$ cat src/rtl/spi_pkg.sv
// Shared types and constants for the SPI slave register interface.
package spi_pkg;

  localparam int ADDR_W         = 7;
  localparam int DATA_W         = 8;
  localparam int FRAME_BITS_DEF = 16;

  typedef enum logic [1:0] {
    ST_IDLE = 2'd0,
    ST_ADDR = 2'd1,
    ST_DATA = 2'd2,
    ST_DONE = 2'd3
  } state_e;

endpackage

$ cat src/rtl/sig_sync.sv
// Multi-flop synchronizer for an asynchronous input, with rise/fall detection
// computed from the synchronized value.
module sig_sync #(
  parameter int   STAGES  = 2,
  parameter logic RST_VAL = 1'b0
) (
  input  logic clk,
  input  logic reset_n,
  input  logic d_i,
  output logic q_o,
  output logic rise_o,
  output logic fall_o
);

  logic [STAGES-1:0] sync_q;
  logic [STAGES-1:0] sync_d;
  logic              prev_q;
  logic              prev_d;

  // Shift the raw input through the synchronizer chain.
  always_comb begin
    sync_d[0] = d_i;
    for (int i = 1; i < STAGES; i++) begin
      sync_d[i] = sync_q[i-1];
    end
    prev_d = sync_q[STAGES-1];
  end

  // Synchronizer and edge-history flops.
  always_ff @(posedge clk or negedge reset_n) begin
    if (!reset_n) begin
      sync_q <= {STAGES{RST_VAL}};
      prev_q <= RST_VAL;
    end else begin
      sync_q <= sync_d;
      prev_q <= prev_d;
    end
  end

  assign q_o    = sync_q[STAGES-1];
  assign rise_o = sync_q[STAGES-1] & ~prev_q;
  assign fall_o = ~sync_q[STAGES-1] & prev_q;

endmodule

$ cat src/rtl/spi_slave_if.sv
// SPI mode-0 slave: decodes rw/addr/data frames into register-access strobes
// and serializes read data back on miso, all in the clk domain.
module spi_slave_if
  import spi_pkg::*;
#(
  parameter int FRAME_BITS  = FRAME_BITS_DEF,
  parameter int SYNC_STAGES = 2
) (
  input  logic              clk,
  input  logic              reset_n,
  input  logic              sclk,
  input  logic              cs_n,
  input  logic              mosi,
  output logic              miso,
  output logic              miso_oe,
  output logic [ADDR_W-1:0] addr,
  output logic              addr_dv,
  output logic              rw_out,
  output logic [DATA_W-1:0] rx_d,
  output logic              rxdv,
  input  logic [DATA_W-1:0] tx_d
);

  localparam int CNT_W      = $clog2(FRAME_BITS + 1);
  localparam int FLUSH_W    = $clog2(SYNC_STAGES + 2);
  localparam int FLUSH_LAST = SYNC_STAGES + 1;

  logic sclk_lvl_unused;
  logic sclk_rise_s, sclk_fall_s;
  logic cs_s, cs_rise_s, cs_fall_s;
  logic mosi_s;
  logic [1:0] mosi_edges_unused;
  logic start_s;
  logic [DATA_W-1:0] byte_s;

  state_e            state_q, state_d;
  logic [CNT_W-1:0]  cnt_q, cnt_d;
  logic [DATA_W-1:0] shift_q, shift_d;
  logic [DATA_W-1:0] txsh_q, txsh_d;
  logic              tx_loaded_q, tx_loaded_d;
  logic [ADDR_W-1:0] addr_q, addr_d;
  logic              rw_q, rw_d;
  logic [DATA_W-1:0] rx_byte_q, rx_byte_d;
  logic              addr_dv_q, addr_dv_d;
  logic              rxdv_q, rxdv_d;
  logic              oe_q, oe_d;
  logic              miso_q, miso_d;
  logic [FLUSH_W-1:0] flush_q, flush_d;
  logic              armed_q, armed_d;

  sig_sync #(.STAGES(SYNC_STAGES), .RST_VAL(1'b0)) u_sync_sclk (
    .clk(clk), .reset_n(reset_n), .d_i(sclk),
    .q_o(sclk_lvl_unused), .rise_o(sclk_rise_s), .fall_o(sclk_fall_s)
  );

  sig_sync #(.STAGES(SYNC_STAGES), .RST_VAL(1'b1)) u_sync_cs (
    .clk(clk), .reset_n(reset_n), .d_i(cs_n),
    .q_o(cs_s), .rise_o(cs_rise_s), .fall_o(cs_fall_s)
  );

  sig_sync #(.STAGES(SYNC_STAGES), .RST_VAL(1'b0)) u_sync_mosi (
    .clk(clk), .reset_n(reset_n), .d_i(mosi),
    .q_o(mosi_s), .rise_o(mosi_edges_unused[0]), .fall_o(mosi_edges_unused[1])
  );

  assign byte_s  = {shift_q[DATA_W-2:0], mosi_s};
  assign start_s = cs_fall_s & armed_q;

  // The reset value of the cs_n synchronizer would fake a falling edge if
  // cs_n is already low at reset release; only arm once cs_n is seen high.
  always_comb begin
    if (flush_q != FLUSH_W'(FLUSH_LAST)) begin
      flush_d = flush_q + FLUSH_W'(1);
    end else begin
      flush_d = flush_q;
    end
    if (!armed_q && (flush_q == FLUSH_W'(FLUSH_LAST)) && cs_s) begin
      armed_d = 1'b1;
    end else begin
      armed_d = armed_q;
    end
  end

  // Frame FSM: next state, shift registers and output strobes.
  always_comb begin
    state_d     = state_q;
    cnt_d       = cnt_q;
    shift_d     = shift_q;
    txsh_d      = txsh_q;
    tx_loaded_d = tx_loaded_q;
    addr_d      = addr_q;
    rw_d        = rw_q;
    rx_byte_d   = rx_byte_q;
    oe_d        = oe_q;
    addr_dv_d   = 1'b0;
    rxdv_d      = 1'b0;
    case (state_q)
      ST_IDLE, ST_DONE: begin
        if (start_s) begin
          state_d     = ST_ADDR;
          cnt_d       = {CNT_W{1'b0}};
          shift_d     = {DATA_W{1'b0}};
          txsh_d      = {DATA_W{1'b0}};
          tx_loaded_d = 1'b0;
          oe_d        = 1'b0;
        end else if (cs_rise_s) begin
          state_d = ST_IDLE;
          txsh_d  = {DATA_W{1'b0}};
          oe_d    = 1'b0;
        end else begin
          state_d = state_q;
        end
      end
      ST_ADDR: begin
        if (cs_rise_s) begin
          state_d = ST_IDLE;
          oe_d    = 1'b0;
        end else if (sclk_rise_s) begin
          shift_d = byte_s;
          cnt_d   = cnt_q + CNT_W'(1);
          if (cnt_q == CNT_W'(ADDR_W)) begin
            state_d   = ST_DATA;
            rw_d      = byte_s[DATA_W-1];
            addr_d    = byte_s[ADDR_W-1:0];
            addr_dv_d = 1'b1;
            oe_d      = byte_s[DATA_W-1];
          end else begin
            state_d = ST_ADDR;
          end
        end else begin
          state_d = ST_ADDR;
        end
      end
      ST_DATA: begin
        if (cs_rise_s) begin
          state_d = ST_IDLE;
          txsh_d  = {DATA_W{1'b0}};
          oe_d    = 1'b0;
        end else if (sclk_rise_s) begin
          shift_d = byte_s;
          cnt_d   = cnt_q + CNT_W'(1);
          if (cnt_q == CNT_W'(FRAME_BITS - 1)) begin
            state_d = ST_DONE;
            if (!rw_q) begin
              rx_byte_d = byte_s;
              rxdv_d    = 1'b1;
            end else begin
              rx_byte_d = rx_byte_q;
            end
          end else begin
            state_d = ST_DATA;
          end
        end else if (sclk_fall_s && rw_q) begin
          // First fall after the address byte loads tx_d; later falls shift.
          if (!tx_loaded_q) begin
            txsh_d      = tx_d;
            tx_loaded_d = 1'b1;
          end else begin
            txsh_d = {txsh_q[DATA_W-2:0], 1'b0};
          end
        end else begin
          state_d = ST_DATA;
        end
      end
      default: begin
        state_d = ST_IDLE;
        oe_d    = 1'b0;
      end
    endcase
    miso_d = oe_d & txsh_d[DATA_W-1];
  end

  // State and datapath registers.
  always_ff @(posedge clk or negedge reset_n) begin
    if (!reset_n) begin
      state_q     <= ST_IDLE;
      cnt_q       <= {CNT_W{1'b0}};
      shift_q     <= {DATA_W{1'b0}};
      txsh_q      <= {DATA_W{1'b0}};
      tx_loaded_q <= 1'b0;
      addr_q      <= {ADDR_W{1'b0}};
      rw_q        <= 1'b0;
      rx_byte_q   <= {DATA_W{1'b0}};
      addr_dv_q   <= 1'b0;
      rxdv_q      <= 1'b0;
      oe_q        <= 1'b0;
      miso_q      <= 1'b0;
      flush_q     <= {FLUSH_W{1'b0}};
      armed_q     <= 1'b0;
    end else begin
      state_q     <= state_d;
      cnt_q       <= cnt_d;
      shift_q     <= shift_d;
      txsh_q      <= txsh_d;
      tx_loaded_q <= tx_loaded_d;
      addr_q      <= addr_d;
      rw_q        <= rw_d;
      rx_byte_q   <= rx_byte_d;
      addr_dv_q   <= addr_dv_d;
      rxdv_q      <= rxdv_d;
      oe_q        <= oe_d;
      miso_q      <= miso_d;
      flush_q     <= flush_d;
      armed_q     <= armed_d;
    end
  end

  assign miso    = miso_q;
  assign miso_oe = oe_q;
  assign addr    = addr_q;
  assign addr_dv = addr_dv_q;
  assign rw_out  = rw_q;
  assign rx_d    = rx_byte_q;
  assign rxdv    = rxdv_q;

endmodule
$ cat config.mk
export PLATFORM = sky130hd
export DESIGN_NAME = spi_slave_if
export DESIGN_NICKNAME = d
export VERILOG_FILES = /design/src/rtl/spi_pkg.sv /design/src/rtl/sig_sync.sv /design/src/rtl/spi_slave_if.sv
export SDC_FILE = /design/constraint.sdc
export NUM_CORES = 1
export LEC_CHECK = 0
export ABC_AREA = 1
export BUFFER_PORTS_ARGS = -buffer_cell sky130_fd_sc_hd__buf_2
export CAP_MARGIN = 15
export CORE_MARGIN = 2
export CORE_UTILIZATION = 51
export DETAILED_ROUTE_END_ITERATION = 7
export PLACE_DENSITY = 0.71
export SLEW_MARGIN = 20
export SYNTH_ARGS = -nofsm -noshare
export SYNTH_HDL_FRONTEND = slang
export SYNTH_SLANG_ARGS = --single-unit
export TNS_END_PERCENT = 10
$ cat constraint.sdc
create_clock -name clk -period 1.6 [get_ports clk]
set_input_delay 0.16 -clock clk [delete_from_list [all_inputs] [get_ports clk]]
set_output_delay 0.16 -clock clk [all_outputs]
set_load 0.02 [all_outputs]
# After elaboration in Yosys (flattened, before gate mapping)
# Index checks and enable logic that the tools add are counted.
# op_classes
n_eq_ne	17
mul	0
order_cmp	0
div_mod_pow	0
bitwise_logic	12
n_shift	0
addsub	2
muxes	45
n_reduce_logical	14
# op_table
operator	count
$mux 8	6
$mux 7	3
$mux 1	19
$mux 2	8
$pmux 8 s2	1
$mux 5	3
$pmux 7 s2	1
$ne 2x2->1 const B	6
$pmux 5 s2	1
$reduce_and 5->1	2
$ne 3x3->1 const B	3
$reduce_and 4->1	2
$and 1x1->1	6
$eq 2x2->1 const B	3
$not 1->1	6
$pmux 2 s3	1
$add 5x1->5 const B	1
$eq 5x3->1 const B	1
$eq 5x4->1 const B	1
$ne 4x4->1 const B	1
$reduce_or 2->1	2
$logic_and 1x1->1	3
$pmux 1 s3	1
$reduce_and 3->1	1
other kinds (8)	8
# word_totals
inputBits	13
n_memories	0
reg_bits	54
ramBits	0
rom_bits	0
output_inout_bits	20
latchBits	0
word_cells	110

# Depth between registers and ports, before layout
# Gate-level depths: netlist of the first run.
# depth
depth_word	8
mapped_depth	10
depth_no_buf	10

# By module
# A second synthesis of the first run with hierarchy kept.
# hier_totals
cells_unflattened	243
area_unflattened_um2	2441.1
# by_module_without_submodules
module	cells_per_inst	area_per_inst_um2	instances	seq_area_each_um2
spi_slave_if	222	2167.1	1	1151.1
sig_sync (u_sync_mosi ...)	7	90.1	2	75.1
sig_sync (u_sync_cs)	7	93.8	1	78.8

# Worst setup path after synthesis of the first run
# Ideal clock, no wire load.
# synth_path
path_kind	reg2reg
startpoint	reg state_q[0]
endpoint	reg cnt_q[3]
setup_slack_ns	0.078
arrival_time_ns	1.400
setup_ns	0.122
path_buffers	0
period_less_slack_ns	1.522
stages_incl_launch_ff	9
path_cell_list	dfrtp_1 > inv_1 > ha_1 > inv_2 > nand3_2 > nand2_2 > nand2_1 > o21ai_1 > a21oi_1
# synth_between
elab_chain_len	4
word_cells_on_any_way	11
cone_classes	eq/ne (6); mux (1); reduce/logical (4)
# synth_lines
item	line_no	rtl
start: declaration	spi_slave_if.sv:36	state_e state_q, state_d;
start signal: assignment	spi_slave_if.sv:191	state_q <= state_d;
$eq 2x2->1, or another cell as far along	spi_slave_if.sv:97	case (state_q)
$reduce_or 2->1, on equally long branches	-	
$ne 2x2->1 (no line) or $ne 2x1->1 (tied branches)	-	
$reduce_and 3->1 (no line)	-	
end signal: assignment	spi_slave_if.sv:177	cnt_q <= {CNT_W{1'b0}};
end signal: assignment	spi_slave_if.sv:192	cnt_q <= cnt_d;
end: declaration	spi_slave_if.sv:37	logic [CNT_W-1:0] cnt_q, cnt_d;
# Parallel ways exist; a longest one is shown, timed or not.
# A chain may end at the register's enable or synchronous reset.

# Worst setup path in the final report of the first run
# layout_path
startpoint	reg cnt_q[0]
endpoint	reg rx_byte_q[6] (netlist: rx_d[6])
# layout_between
elab_chain_len	2
# layout_lines
item	line_no	rtl
$eq 5x4->1	spi_slave_if.sv:142	if (cnt_q == CNT_W'(FRAME_BITS - 1)) begin
$reduce_and 5->1 (no line)	-	
end signal: assignment	spi_slave_if.sv:183	rx_byte_q <= {DATA_W{1'b0}};
end signal: assignment	spi_slave_if.sv:198	rx_byte_q <= rx_byte_d;
end: declaration	spi_slave_if.sv:43	logic [DATA_W-1:0] rx_byte_q, rx_byte_d;
# Every way passes these cells.

==> results by group, run 1 <==
Run status
  • Outcome: completed

Setup path
  • Critical path class: flop to flop
  • RR Startpoint: cnt_q[0]
  • CP max stage delay: 0.37 ns
  • Critical Path Stages: 9
  • R2R Setup Slk: 0.06 ns
  • Critical R2R Capture: rx_d[6]
  • Worst Setup SP: cnt_q[0]
  • CP max-delay cell: dfrtp_1
  • Critical path launch point type: flop
  • Crit path to: rx_d[6]
  • Worst reg2reg path depth: 9
  • Crit-path max FO: 16
  • Setup crit end kind: flop
  • Critical Path AT: 1.74 ns
  • Critical path data required time: 1.80 ns
  • Worst Path Buf+Inv: 1
  • CP delay by family, top: simple AND/OR/NAND/NOR gates
  • Critical path, cell by cell: ha_2 > nand2_1 > nor2_1 > ha_2 > nand4_4 > nor2_4 > inv_6 > nand2_1 > o21ai_2

Cells and area
  • Antenna cells: 0
  • Multi-input gate area: 845 sq um
  • Fin nets: 303
  • FILL cells: 354
  • Final Cell Area: 2810 sq um
  • Area growth, synth to finish: 19.4%
  • Layout cells sized above 1: 0.284
  • Register area: 1360 sq um

Place
  • PortBufs: 32
  • Post-detail-place hpwl: 2.98 mm
  • Pre-CTS setup slack: -0.0395 ns
  • Post-DP Area: 2610 sq um
  • GPL Wtd Cong: 0.890

CTS
  • Clk Latency, worst-skew pair: 0.31 ns
  • Setup bufs post-CTS: 0
  • Num CTS Buffers: 5
  • Max H-tree Level: 2
  • Root cell of the clock tree: clkbuf_8
  • CTS tree: built
  • Clock tree buffer depth: 2
  • Sink Count: 54
  • Clk slew on worst S/H paths: 0.09 ns

Hold path
  • Hold Crit Class: input port to flop

Die
  • Die Y-Extent: 72.0 um
  • Initial Utilization: 0.534
  • Site row count: 24
  • Core area: 4410 sq um
  • Die width: 72.0 um
  • IO Pins: 33
  • Die area: 5180 sq um

GRT
  • Tot GR Track Use: 0.182
  • First-pass GRT wire length: 7.23 mm
  • Largest net degree at the start of global routing: 36
  • Vias in the first global route: 1684
  • Initial antenna violation count: 0
  • Gr ovfl total: 0

STA
  • Max transition margin: 0.685
  • Final Hold Fails: 0
  • Final setup violation count: 0
  • Achievable frequency: 650 MHz
  • Unrepaired setup endpoints after global routing: true
  • Sum Neg Setup Slack: 0 ns
  • Period utilization: 0.961
  • Clk_skew: 0.0108 ns
  • Worst-Margin Slew: 0.472 ns
  • Final worst slack: 0.0625 ns
  • Minimum clock period after layout: 1.54 ns
  • WHS: 0.111 ns
  • Slew Limit Fails: 0

Power
  • Net switching fraction of the power: 0.294
  • Pwr dens: 1180 nW/um^2
  • Power share of the combinational group: 0.222
  • Max rail drop VDD: 653 uV
  • Switch Pwr: 0.978 mW
  • Power, Total: 3.33 mW
  • Clk pwr share: 0.320
  • P_int: 2.35 mW
  • Seq pwr share: 0.458
  • Leakage: 1.42 nW

Logic synthesis
  • Number of distinct library cells after synthesis: 28
  • Syn nets: 257
  • Post-synth EDFFs: 0
  • Leading cell type by number of instances after synthesis: dfrtp_1
  • Most frequent cells after synthesis: dfrtp_1 (51), nand2_1 (48), inv_1 (31)
  • Async SR Flop Fraction: 1.00
  • Post-Synthesis Cells: 238
  • Post-synth top area share: 0.542
  • Yosys warnings: 0
  • Syn_area_per_cell: 9.90 sq um
  • Post-synth top area cell: dfrtp_1
  • Main synth FF type: dfrtp_1
  • Synth area leaders: dfrtp_1 (54%), nand2_1 (7.6%), inv_1 (4.9%)
  • #FFs+latches synth: 54
  • Mapped cell area: 2360 sq um
  • Register area share after synthesis: 0.575

Detailed routing
  • Final ANT Viol Nets: 0
  • DRT Wirelength: 4.25 mm
  • DR iter-0 viols: 83
  • Via density: 5.11
  • DR WL/cell: 12.6 um
  • Remaining DRCs: 0
  • Pre-antenna DRT Iters: 4
  • Via Count: 1721

Run
  • Max_cap viols: 0
[metal layers]
metal / up-vias / wire length (um) / global-route usage
li1: 866 / - / -
met4: 0 / 60 / 0.0566
met1: 811 / 2010 / 0.239
met3: 6 / 226 / 0.0486
met2: 38 / 1950 / 0.298
met5: - / 0 / 0
[cells in the final DEF (no fill, tap or decap), types with 4 or more instances in the layout]
| cell | Yosys | layout |
|---|---|---|
| a21oi_1 | 4 | 4 |
| buf_2 | 0 | 32 |
| o21ai_0 | 8 | 8 |
| nor2_1 | 7 | 7 |
| o21ai_2 | 8 | 8 |
| dlygate4sd3_1 | 0 | 4 |
| nand3_1 | 14 | 14 |
| o21ai_1 | 19 | 19 |
| buf_4 | 0 | 5 |
| clkbuf_8 | 0 | 5 |
| dfrtp_1 | 51 | 51 |
| nor2_4 | 4 | 4 |
| inv_1 | 31 | 31 |
| nand2_1 | 48 | 48 |
| o22ai_1 | 8 | 8 |
[metrics by stage]
stage,util,cells
final,0.637,337
after detailed placement,0.590,325
after global routing,0.637,337
after floorplan,-,238
after CTS,0.631,337
after global placement,0.590,325
[worst min path at each step]
stage | startpoint | end | cells after the start
after floorplan | reset_n | addr[0] | 0
after global placement | reset_n | cnt_q[2] | 1
after detailed placement | reset_n | cnt_q[2] | 1
after CTS | tx_d[0] | txsh_q[0] | 3
after global routing | tx_d[0] | txsh_q[0] | 3
final | tx_d[0] | txsh_q[0] | 3
[cell type report]
class                   instances  area share
clock inverters                 3      0.0245
flip-flops and latches         54       0.482
clock buffers                   5      0.0245
well taps                      52      0.0231
multi-input cells             143       0.300
inverters                      38      0.0543
repair buffers                 42      0.0916
[flip-flops by register name, summed over array words and instances, names as in the netlist]
register            count
u_sync_cs.sync_q        2
tx_loaded_q             1
armed_q                 1
addr                    7
cnt_q                   5
rxdv                    1
u_sync_sclk.prev_q      1
miso_oe                 1
state_q                 2
u_sync_cs.prev_q        1
flush_q                 2
u_sync_mosi.sync_q      2
u_sync_sclk.sync_q      2
txsh_q                  8
shift_q                 7
addr_dv                 1
rx_d                    8
rw_out                  1
miso                    1
[tightest hold or removal path, delay by kind of cell]
family                 cells  cell delay (ns)
buffers and inverters      1             0.10
and+or+nand+nor            1             0.07
AOI/OAI and AO/OA          1             0.05
[repair_timing]
action,4_1_cts,5_1_grt
setup endpoints to repair,8,34
gates resized for setup,1,7
hold buffers,4,0
hold endpoints to repair,19,0
[logic make-up (layout without fill, tap and decap cells)]
logic type	count (synthesis)	in the layout	synth area share
flops	54	54	0.575
xor+xnor	1	1	0.00372
simple gates	85	85	0.179
buf+inv	41	88	0.0759
fa+ha+maj	6	6	0.0319
compound gates	51	51	0.134
[power groups by stage]
stage | registers [mW] | clock network [mW] | logic (mW)
2_1_floorplan | 1.54 | 0 | 0.483
3_3_place_gp | 1.55 | 0 | 0.680
3_5_place_dp | 1.55 | 0 | 0.690
4_1_cts | 1.52 | 1.09 | 0.701
5_1_grt | 1.54 | 1.15 | 0.837
6_report | 1.52 | 1.07 | 0.739
Power figures use the tool's default switching activity.
==> inputs of run 2 (changes only) <==
--- a/config.mk
+++ b/config.mk
@@ -8,10 +8,11 @@
 export ABC_AREA = 1
 export BUFFER_PORTS_ARGS = -buffer_cell sky130_fd_sc_hd__buf_2
 export CAP_MARGIN = 15
-export CORE_MARGIN = 2
 export CORE_UTILIZATION = 51
 export DETAILED_ROUTE_END_ITERATION = 7
+export HOLD_SLACK_MARGIN = 0.1
 export PLACE_DENSITY = 0.71
+export RECOVER_POWER = 25
 export SLEW_MARGIN = 20
 export SYNTH_ARGS = -nofsm -noshare
 export SYNTH_HDL_FRONTEND = slang
==> run 2 against run 1 <==
Clock-buffer cell count unchanged. Setup slack worse by 0.015 ns. Utilization up 0.15 points. Critical endpoint is now rx_d[3]. Global-route usage up 0.97 points. Largest cell class unchanged.
==> results by group, run 2 (same netlist as run 1, synthesis figures left out) <==
GRT
  • Largest net degree at the start of global routing: 25 (-31%)
  • Tot GR Track Use: 0.192 (+0.00970)
  • First-pass GRT wire length: 7.48 mm (+3.4%)
  • Gr ovfl total: 0 (unchanged)
  • Vias in the first global route: 1727 (+2.6%)
  • Initial antenna violation count: 0 (unchanged)

CTS
  • Max H-tree Level: 2 (unchanged)
  • Clk Latency, worst-skew pair: 0.30 ns (about the same)
  • Sink Count: 54 (unchanged)
  • Clock tree buffer depth: 2 (unchanged)
  • CTS tree: built
  • Clk slew on worst S/H paths: 0.09 ns (about the same)
  • Num CTS Buffers: 5 (unchanged)
  • Root cell of the clock tree: clkbuf_8

Run
  • Max_cap viols: 0 (unchanged)

Cells and area
  • Layout cells sized above 1: 0.294 (+0.00991)
  • Multi-input gate area: 835 sq um (-1.2%)
  • Commonest non-fill, non-tap cell in the layout: dfrtp_1
  • Most frequent cells in the layout: dfrtp_1 (51), nand2_1 (47), inv_1 (31), buf_2 (31), o21ai_1 (19)
  • Area growth, synth to finish: 18.9%
  • Register area: 1360 sq um (unchanged)
  • Antenna cells: 0 (unchanged)
  • Fin nets: 307 (+1.3%)
  • FILL cells: 375 (+5.9%)

Setup path
  • Critical path class: flop to flop
  • Critical path launch point type: flop
  • Setup crit end kind: flop
  • Critical path data required time: 1.79 ns (about the same)
  • Worst reg2reg path depth: 9 (unchanged)
  • Critical Path AT: 1.75 ns (about the same)
  • Crit-path max FO: 16 (unchanged)

Detailed routing
  • DR iter-0 viols: 110 (+33%)
  • Via Count: 1711 (-0.58%)
  • Final ANT Viol Nets: 0 (unchanged)
  • Pre-antenna DRT Iters: 4 (unchanged)
  • Via density: 5.02 (-1.7%)
  • Remaining DRCs: 0 (unchanged)
  • DRT Wirelength: 4.25 mm (about the same)
  • DR WL/cell: 12.5 um (-1.1%)

STA
  • Period utilization: 0.971 (+0.00965)
  • Final setup violation count: 0 (unchanged)
  • WHS: 0.127 ns (+0.0153 ns)
  • Unrepaired setup endpoints after global routing: true
  • Sum Neg Setup Slack: 0 ns (unchanged)
  • Max transition margin: 0.301 (-0.384)
  • Achievable frequency: 644 MHz (-0.99%)
  • Minimum clock period after layout: 1.55 ns (+0.0154 ns)
  • Clk_skew: 0.00472 ns (-0.00604 ns)
  • Final Hold Fails: 0 (unchanged)
  • Slew Limit Fails: 0 (unchanged)
  • Worst-Margin Slew: 1.05 ns (+0.576 ns)

Place
  • GPL Wtd Cong: 0.919 (+3.3%)
  • Post-detail-place hpwl: 3.15 mm (+5.7%)
  • PortBufs: 32 (unchanged)

Die
  • IO Pins: 33 (unchanged)
  • Die Y-Extent: 70.0 um (-2.8%)
  • Initial Utilization: 0.537 (+0.00366)
  • Site row count: 24 (unchanged)
  • Die width: 70.0 um (-2.8%)
  • Core area: 4380 sq um (-0.68%)
  • Die area: 4900 sq um (-5.5%)

Power
  • Leakage: 1.41 nW (-0.50%)
  • Pwr dens: 1110 nW/um^2 (-6.4%)
  • Max rail drop VDD: 575 uV (-12%)

Hold path
  • Worst Hold Path Cells: 3 (unchanged)
  • Hold Crit Class: input port to flop

Run status
  • Outcome: completed
[run 2: worst paths after layout]
path,start,end,slack (ns)
max in group asynchronous,reset_n,u_sync_cs.sync_q[0],0.19
max reg2reg,cnt_q[1],rx_d[3],0.05
min reg2reg,u_sync_mosi.sync_q[0],u_sync_mosi.sync_q[1],0.36
min in group asynchronous,reset_n,rx_d[2],0.56
max,cnt_q[1],rx_d[3],0.05
min,tx_d[0],txsh_q[0],0.13
[run 2: where the power goes]
part / internal [mW] / leakage, nW / switching [mW]
registers: 1.46 / 0.707 / 0.0615
clock network: 0.461 / 0.0579 / 0.421
logic: 0.244 / 0.648 / 0.451
[run 2: area by class of cell]
| type | instances | share of cell area |
|---|---|---|
| clock buffers | 5 | 0.0246 |
| clock inverters | 3 | 0.0143 |
| inverters | 38 | 0.0536 |
| multi-input cells | 143 | 0.298 |
| flip-flops and latches | 54 | 0.484 |
| well taps | 52 | 0.0232 |
| repair buffers | 46 | 0.102 |
[run 2: metrics by stage]
stage / worst slack [ns] / cell area (sq um) / instances / utilization / power (mW)
after CTS: 0.0231 / 2780 / 340 / 0.634 / 3.11
after global routing: -0.0687 / 2800 / 341 / 0.639 / 3.28
final: 0.0470 / 2800 / 341 / 0.639 / 3.10
after floorplan: 0.0784 / 2360 / 238 / - / 2.02
after global placement: -0.00797 / 2630 / 328 / 0.599 / 2.21
after detailed placement: -0.0574 / 2630 / 328 / 0.599 / 2.23
[run 2: routing by layer]
| layer | global-route usage | wire [um] | up-vias |
|---|---|---|---|
| met5 | 0 | 0 | - |
| met4 | 0.0600 | 44 | 0 |
| met3 | 0.0447 | 125 | 5 |
| met2 | 0.308 | 2040 | 27 |
| met1 | 0.259 | 2050 | 807 |
| li1 | - | - | 872 |
[run 2: worst max-delay path, cell delays in order, from the launching register on]
cell,delay [ns]
dfrtp_1,0.36
ha_2,0.19
nand2_2,0.07
nor2_2,0.09
ha_2,0.21
nand4_4,0.12
nor2_4,0.17
inv_6,0.09
nand2_1,0.09
o21ai_2,0.05
[run 2: timing repair]
action | CTS | global route
hold endpoints to repair | 19 | 0
resized for setup | 1 | 6
setup buffers | 0 | 1
pin swaps | 0 | 2
hold buffers | 4 | 0
setup endpoints to repair | 8 | 32
